[src/rtl/debug_pkg.sv]
`default_nettype none
// ---------------------------------------------------------------------------
// debug_pkg : state encodings and command bytes shared by the debug loader
// Revision  : 1.0
// ---------------------------------------------------------------------------
package debug_pkg;

  localparam int STATE_W = 3;
  localparam int BYTE_W  = 8;

  typedef enum logic [STATE_W-1:0] {
    ST_IDLE  = 3'd0,
    ST_LOAD  = 3'd1,
    ST_READY = 3'd2,
    ST_RUN   = 3'd3,
    ST_DONE  = 3'd4
  } state_t;

  localparam logic [BYTE_W-1:0] CMD_LOAD = 8'h4C;
  localparam logic [BYTE_W-1:0] CMD_CONT = 8'h43;
  localparam logic [BYTE_W-1:0] CMD_STEP = 8'h53;

  localparam logic [31:0] HALT_WORD = 32'hFFFF_FFFF;

endpackage
`default_nettype wire

[src/rtl/debug_loader_if.sv]
`default_nettype none
// ---------------------------------------------------------------------------
// debug_loader_if : UART byte input, halt level and program-memory write port
// Revision        : 1.0
// ---------------------------------------------------------------------------
interface debug_loader_if
  import debug_pkg::*;
#(
  parameter int ADDR_WIDTH = 8,
  parameter int DATA_WIDTH = 32
);

  logic [BYTE_W-1:0]     i_rx_data;
  logic                  i_rx_done;
  logic                  i_halt;
  logic                  o_program_memory_write;
  logic [DATA_WIDTH-1:0] o_instruction_write;
  logic [ADDR_WIDTH-1:0] o_address_write;
  logic                  o_step;
  logic [STATE_W-1:0]    o_state;
  logic [ADDR_WIDTH:0]   o_word_count;

  modport master (
    input  i_rx_data, i_rx_done, i_halt,
    output o_program_memory_write, o_instruction_write, o_address_write,
    output o_step, o_state, o_word_count
  );

  modport slave (
    output i_rx_data, i_rx_done, i_halt,
    input  o_program_memory_write, o_instruction_write, o_address_write,
    input  o_step, o_state, o_word_count
  );

endinterface
`default_nettype wire

[src/rtl/word_assembler.sv]
`default_nettype none
// ---------------------------------------------------------------------------
// word_assembler : packs big-endian bytes into words, one-cycle valid pulse
// Revision       : 1.0
// ---------------------------------------------------------------------------
module word_assembler
  import debug_pkg::*;
#(
  parameter int DATA_WIDTH = 32
) (
  input  logic                  clk,
  input  logic                  rst,
  input  logic                  clear_i,
  input  logic                  byte_valid_i,
  input  logic [BYTE_W-1:0]     byte_i,
  output logic                  word_valid_o,
  output logic [DATA_WIDTH-1:0] word_o
);

  localparam int BYTES = DATA_WIDTH / BYTE_W;
  localparam int CNT_W = $clog2(BYTES);
  localparam int SHR_W = DATA_WIDTH - BYTE_W;

  logic [CNT_W-1:0]      cnt_q;
  logic [SHR_W-1:0]      shift_q;
  logic [DATA_WIDTH-1:0] word_q;
  logic                  valid_q;

  always_ff @(posedge clk) begin
    if (rst) begin
      cnt_q   <= '0;
      shift_q <= '0;
      word_q  <= '0;
      valid_q <= 1'b0;
    end else begin
      valid_q <= 1'b0;
      if (clear_i) begin
        cnt_q <= '0;
      end else if (byte_valid_i) begin
        shift_q <= {shift_q[SHR_W-BYTE_W-1:0], byte_i};
        if (cnt_q == CNT_W'(BYTES - 1)) begin
          // Last byte bypasses the shift register so the word is ready next cycle
          cnt_q   <= '0;
          word_q  <= {shift_q, byte_i};
          valid_q <= 1'b1;
        end else begin
          cnt_q <= cnt_q + 1'b1;
        end
      end
    end
  end

  assign word_valid_o = valid_q;
  assign word_o       = word_q;

endmodule
`default_nettype wire

[src/rtl/debug_loader.sv]
`default_nettype none
// ---------------------------------------------------------------------------
// debug_loader : loads program words from UART bytes, then runs/steps fetch
// Revision     : 1.0
// ---------------------------------------------------------------------------
module debug_loader
  import debug_pkg::*;
#(
  parameter int ADDR_WIDTH = 8,
  parameter int DATA_WIDTH = 32
) (
  input  logic           clk,
  input  logic           rst,
  debug_loader_if.master bus
);

  state_t                state_q, state_d;
  logic [ADDR_WIDTH-1:0] addr_q, addr_d;
  logic [ADDR_WIDTH:0]   count_q, count_d;
  logic                  step_q, step_d;
  logic                  clear_d;
  logic                  word_valid;
  logic [DATA_WIDTH-1:0] word;

  word_assembler #(
    .DATA_WIDTH (DATA_WIDTH)
  ) u_word_assembler (
    .clk          (clk),
    .rst          (rst),
    .clear_i      (clear_d),
    .byte_valid_i (bus.i_rx_done && (state_q == ST_LOAD)),
    .byte_i       (bus.i_rx_data),
    .word_valid_o (word_valid),
    .word_o       (word)
  );

  always_ff @(posedge clk) begin
    if (rst) begin
      state_q <= ST_IDLE;
      addr_q  <= '0;
      count_q <= '0;
      step_q  <= 1'b0;
    end else begin
      state_q <= state_d;
      addr_q  <= addr_d;
      count_q <= count_d;
      step_q  <= step_d;
    end
  end

  always_comb begin
    state_d = state_q;
    addr_d  = addr_q;
    count_d = count_q;
    step_d  = 1'b0;
    clear_d = 1'b0;
    case (state_q)
      ST_IDLE, ST_DONE: begin
        if (bus.i_rx_done && (bus.i_rx_data == CMD_LOAD)) begin
          state_d = ST_LOAD;
          addr_d  = '0;
          count_d = '0;
          clear_d = 1'b1;
        end
      end
      ST_LOAD: begin
        if (word_valid) begin
          count_d = count_q + 1'b1;
          // Saturate at the top address so a full memory never wraps onto word 0
          if (addr_q != '1) begin
            addr_d = addr_q + 1'b1;
          end
          if ((word == HALT_WORD) || (addr_q == '1)) begin
            state_d = ST_READY;
            clear_d = 1'b1;
          end
        end
      end
      ST_READY: begin
        if (bus.i_halt) begin
          state_d = ST_DONE;
        end else if (bus.i_rx_done) begin
          if (bus.i_rx_data == CMD_STEP) begin
            step_d = 1'b1;
          end else if (bus.i_rx_data == CMD_CONT) begin
            state_d = ST_RUN;
            step_d  = 1'b1;
          end
        end
      end
      ST_RUN: begin
        if (bus.i_halt) begin
          state_d = ST_DONE;
        end else begin
          step_d = 1'b1;
        end
      end
      default: state_d = ST_IDLE;
    endcase
  end

  assign bus.o_program_memory_write = word_valid;
  assign bus.o_instruction_write    = word;
  assign bus.o_address_write        = addr_q;
  assign bus.o_step                 = step_q;
  assign bus.o_state                = state_q;
  assign bus.o_word_count           = count_q;

endmodule
`default_nettype wire

[src/flat_wrapper.sv]
// flat-port wrapper written by rule: the top's interface ports become plain ports
module debug_loader_flat import debug_pkg::*;
#(
  parameter int ADDR_WIDTH = 8,
  parameter int DATA_WIDTH = 32
)
  (clk, rst, bus_i_rx_data, bus_i_rx_done, bus_i_halt, bus_o_program_memory_write, bus_o_instruction_write, bus_o_address_write, bus_o_step, bus_o_state, bus_o_word_count);
  debug_loader_if #(.ADDR_WIDTH(ADDR_WIDTH), .DATA_WIDTH(DATA_WIDTH)) bus_i ();
  input  logic clk;
  input  logic rst;
  input wire logic [$bits(bus_i.i_rx_data)-1:0] bus_i_rx_data;
  input wire logic [$bits(bus_i.i_rx_done)-1:0] bus_i_rx_done;
  input wire logic [$bits(bus_i.i_halt)-1:0] bus_i_halt;
  output wire logic [$bits(bus_i.o_program_memory_write)-1:0] bus_o_program_memory_write;
  output wire logic [$bits(bus_i.o_instruction_write)-1:0] bus_o_instruction_write;
  output wire logic [$bits(bus_i.o_address_write)-1:0] bus_o_address_write;
  output wire logic [$bits(bus_i.o_step)-1:0] bus_o_step;
  output wire logic [$bits(bus_i.o_state)-1:0] bus_o_state;
  output wire logic [$bits(bus_i.o_word_count)-1:0] bus_o_word_count;
  assign bus_i.i_rx_data = bus_i_rx_data;
  assign bus_i.i_rx_done = bus_i_rx_done;
  assign bus_i.i_halt = bus_i_halt;
  assign bus_o_program_memory_write = bus_i.o_program_memory_write;
  assign bus_o_instruction_write = bus_i.o_instruction_write;
  assign bus_o_address_write = bus_i.o_address_write;
  assign bus_o_step = bus_i.o_step;
  assign bus_o_state = bus_i.o_state;
  assign bus_o_word_count = bus_i.o_word_count;
  debug_loader #(.ADDR_WIDTH(ADDR_WIDTH), .DATA_WIDTH(DATA_WIDTH)) u_core (.clk(clk), .rst(rst), .bus(bus_i));
endmodule
[config.mk]
export PLATFORM = sky130hd
export DESIGN_NAME = debug_loader_flat
export DESIGN_NICKNAME = d
export VERILOG_FILES = /design/src/rtl/debug_pkg.sv /design/src/rtl/debug_loader_if.sv /design/src/rtl/word_assembler.sv /design/src/rtl/debug_loader.sv /design/src/flat_wrapper.sv
export SDC_FILE = /design/constraint.sdc
export NUM_CORES = 1
export LEC_CHECK = 0
export CAP_MARGIN = 20
export CORE_UTILIZATION = 52
export CTS_BUF_LIST = sky130_fd_sc_hd__clkbuf_16
export DETAILED_ROUTE_END_ITERATION = 7
export HOLD_SLACK_MARGIN = 0.1
export PLACE_DENSITY = 0.79
export SETUP_SLACK_MARGIN = 0.05
export SLEW_MARGIN = 40
export SYNTH_ARGS = -nofsm -noshare
export SYNTH_HDL_FRONTEND = slang
export SYNTH_SLANG_ARGS = --single-unit
[constraint.sdc]
create_clock -name clk -period 2.17 [get_ports clk]
set_input_delay 0.434 -clock clk [delete_from_list [all_inputs] [get_ports clk]]
set_output_delay 0.434 -clock clk [all_outputs]
set_load 0.005 [all_outputs]
==> flow_metrics.tcl <==
set metrics [dict create \
    path_clk_slew_ns 0.06 \
    synth_area_leaders "dfxtp_1 46%, mux2i_1 16%, nand2b_1 12%" \
    dp.cells 482 \
    drt-total-wl_mm 7.73 \
    ctsHoldBuffers 0 \
    grt_setup_unrepaired "false" \
    netlist.area_leader.share 0.460 \
    relSlewSlack 0.622 \
    start_kind "flip-flop" \
    hold_violations 0 \
    cp_slowest_cell "a21boi_1" \
    fillers 467 \
    syn_area_mm2 0.00348 \
    num_vias 2687 \
    ios 66 \
    powerDensity_mw_per_mm2 708 \
    fin_hold_ws_ns 0.463 \
    setup_viol 0 \
    start_util 0.542 \
    cp_top_family "compound AO/OA/AOI/OAI gates" \
    diodes 0 \
    grt_usage 0.224 \
    rows 29 \
    fin_skew_ns 0.00656 \
    crit_fanout 27 \
    cts.repair.resized 0 \
    design.die.area_mm2 0.00703 \
    synth_most_common_cell "dfxtp_1" \
    min_period_ns 1.99 \
    endpoint_kind "flip-flop" \
    grt_max_degree 74 \
    ys.flop_type "dfxtp_1" \
    grt.overflow.total 0 \
    grt_pass1_vias 2487 \
    finalNetCount 431 \
    ys_types 45 \
    avgRoutedWirePerCell_um 15.5 \
    grt_pass1_wl_mm 12.3 \
    synth_seq_area_share 0.460 \
    crit_type "reg2reg" \
    status "finished with violations" \
    synthTopCellsByCount "80 x dfxtp_1, 68 x nand2b_1, 57 x mux2i_1, 18 x nor2_1, 15 x nand4_1" \
    drt_iter0_drc 172 \
    setup_tns_ns 0 \
    clockBufferDepth 2 \
    path_cells "ha_1 > nand3_1 > or2_1 > a21boi_1 > o211a_1 > buf_12 > mux2i_1" \
    drcViolationCount 6 \
    r2r_slack_ns 0.18 \
    critPathBufInv 1 \
    cts_setup_buffers 0 \
    synth_top_cell_by_area "dfxtp_1" \
    slew_violations 0 \
    dieHeight_um 83.8 \
    ir_drop_mv 0.363 \
    synthArstFlopShare 0 \
    die_x_um 83.8 \
    clock-sinks 80 \
    cts_tree "built" \
    syn_to_final_growth_pct 31.4 \
    required_ns 2.43 \
    syn_inst 340 \
    tightest_slew_ns 0.563 \
    min_period_over_period 0.919 \
    ant_nets 0 \
    drv_cap 0 \
    violations "design-rule violations" \
    min_path_type "reg2reg" \
    globalplace.congestion 0.775 \
    antenna_found_initial 0 \
    avgSynthCellArea_um2 10.2 \
    utilization 0.712 \
    synth_edf_count 0 \
    via_per_inst 5.40 \
    firstDrtPassIters 6 \
    ys_warn_count 0 \
    ys_ff_latch 80 \
    numCtsBuffers 9 \
    coreArea_mm2 0.00642 \
    clockRootBuffer "clkbuf_16" \
    io_buffer_count 65 \
    worstPathArrival_ns 2.25 \
    final_cells 498 \
    clk_latency_ns 0.33 \
    fmax_ghz 0.501 \
    htree_levels 3 \
    synth.net_count 355 \
    critPathMaxStageDelay_ns 0.38 \
    dpl.hpwl_mm 5.29 \
    p_leak_nw 1.62 \
    layout-drive-gt1-share 0.0950 \
    total_power_mw 3.24 \
]
## where the power goes
| group | internal (mW) | total, mW | switching, mW |
|---|---|---|---|
| Clock | 0.882 | 1.46 | 0.582 |
| Combinational | 0.142 | 0.269 | 0.127 |
| Sequential | 1.49 | 1.51 | 0.0203 |
## worst min-delay path, delay by kind of cell (launching register included)
family,cells,cell delay [ns]
AND/OR/NAND/NOR,1,0.05
AO/OA/AOI/OAI,1,0.05
flip-flops,1,0.31
## layout by cell type, fill, tap and decap left out, types with 4 or more instances in the layout
| cell | netlist | layout |
|---|---|---|
| a21oi_1 | 9 | 8 |
| buf_12 | 2 | 4 |
| buf_4 | 3 | 11 |
| clkbuf_16 | 0 | 9 |
| clkdlybuf4s50_1 | 0 | 65 |
| dfxtp_1 | 80 | 80 |
| inv_1 | 3 | 6 |
| mux2i_1 | 57 | 57 |
| nand2_1 | 13 | 13 |
| nand2b_1 | 68 | 68 |
| nand3_1 | 8 | 8 |
| nand4_1 | 15 | 15 |
| nor2_1 | 18 | 18 |
| xnor2_1 | 7 | 7 |
| xor2_1 | 5 | 5 |
## layer usage
layer | vias to the layer above | share of wire | routed length [um] | global-route usage
li1 | 1342 | - | - | -
met3 | 8 | 0.038 | 292 | 0.0386
met1 | 1275 | 0.48 | 3690 | 0.300
met5 | - | 0 | 0 | 0
met4 | 0 | 0.012 | 93 | 0.0940
met2 | 62 | 0.47 | 3660 | 0.358
## cell type report
type	count	area, um2	area share
well taps	77	96.3	0.0211
inverters	3	11.3	0.00246
flip-flops and latches	80	1600	0.350
repair buffers	80	813	0.178
clock inverters	7	65.1	0.0142
clock buffers	9	225	0.0492
multi-input cells	242	1760	0.385
## sequential cells by signal (all words and copies together) (netlist names)
signal and count:
u_core.u_word_assembler.word_valid_o 1, u_core.bus.o_step 1, u_core.bus.o_state 3, u_core.u_word_assembler.shift_q 24, u_core.bus.o_address_write 8, u_core.u_word_assembler.cnt_q 2
u_core.u_word_assembler.word_o 32, u_core.bus.o_word_count 9
## stage by stage
step / setup WS [ns] / area [um2]
after floorplan: 0.325 / 3480
after global placement: -0.0826 / 4290
after detailed placement: -0.131 / 4290
after CTS: 0.163 / 4580
after global routing: 0.0506 / 4580
final: 0.176 / 4580
## cells by family after synthesis
logic type | synth area share
adder cells (fa/ha/maj) | 0.0108
AO/OA/AOI/OAI | 0.0629
flip-flops | 0.460
buffers and inverters | 0.0349
multiplexers | 0.170
AND/OR/NAND/NOR | 0.231
XOR/XNOR | 0.0302
## path summary, 6_finish.rpt
check	startpoint	endpoint	cells past startpoint
setup / recovery	u_core.bus.o_address_write[0]$_SDFFE_PP0P_	u_core.u_word_assembler.word_o[11]$_SDFFE_PP0P_	7
setup reg to reg	u_core.bus.o_address_write[0]$_SDFFE_PP0P_	u_core.u_word_assembler.word_o[11]$_SDFFE_PP0P_	7
hold / removal	u_core.u_word_assembler.cnt_q[1]$_SDFFE_PP0P_	u_core.u_word_assembler.cnt_q[1]$_SDFFE_PP0P_	2
hold reg to reg	u_core.u_word_assembler.cnt_q[1]$_SDFFE_PP0P_	u_core.u_word_assembler.cnt_q[1]$_SDFFE_PP0P_	2
Note: power is estimated with default switching activity, not from simulation.
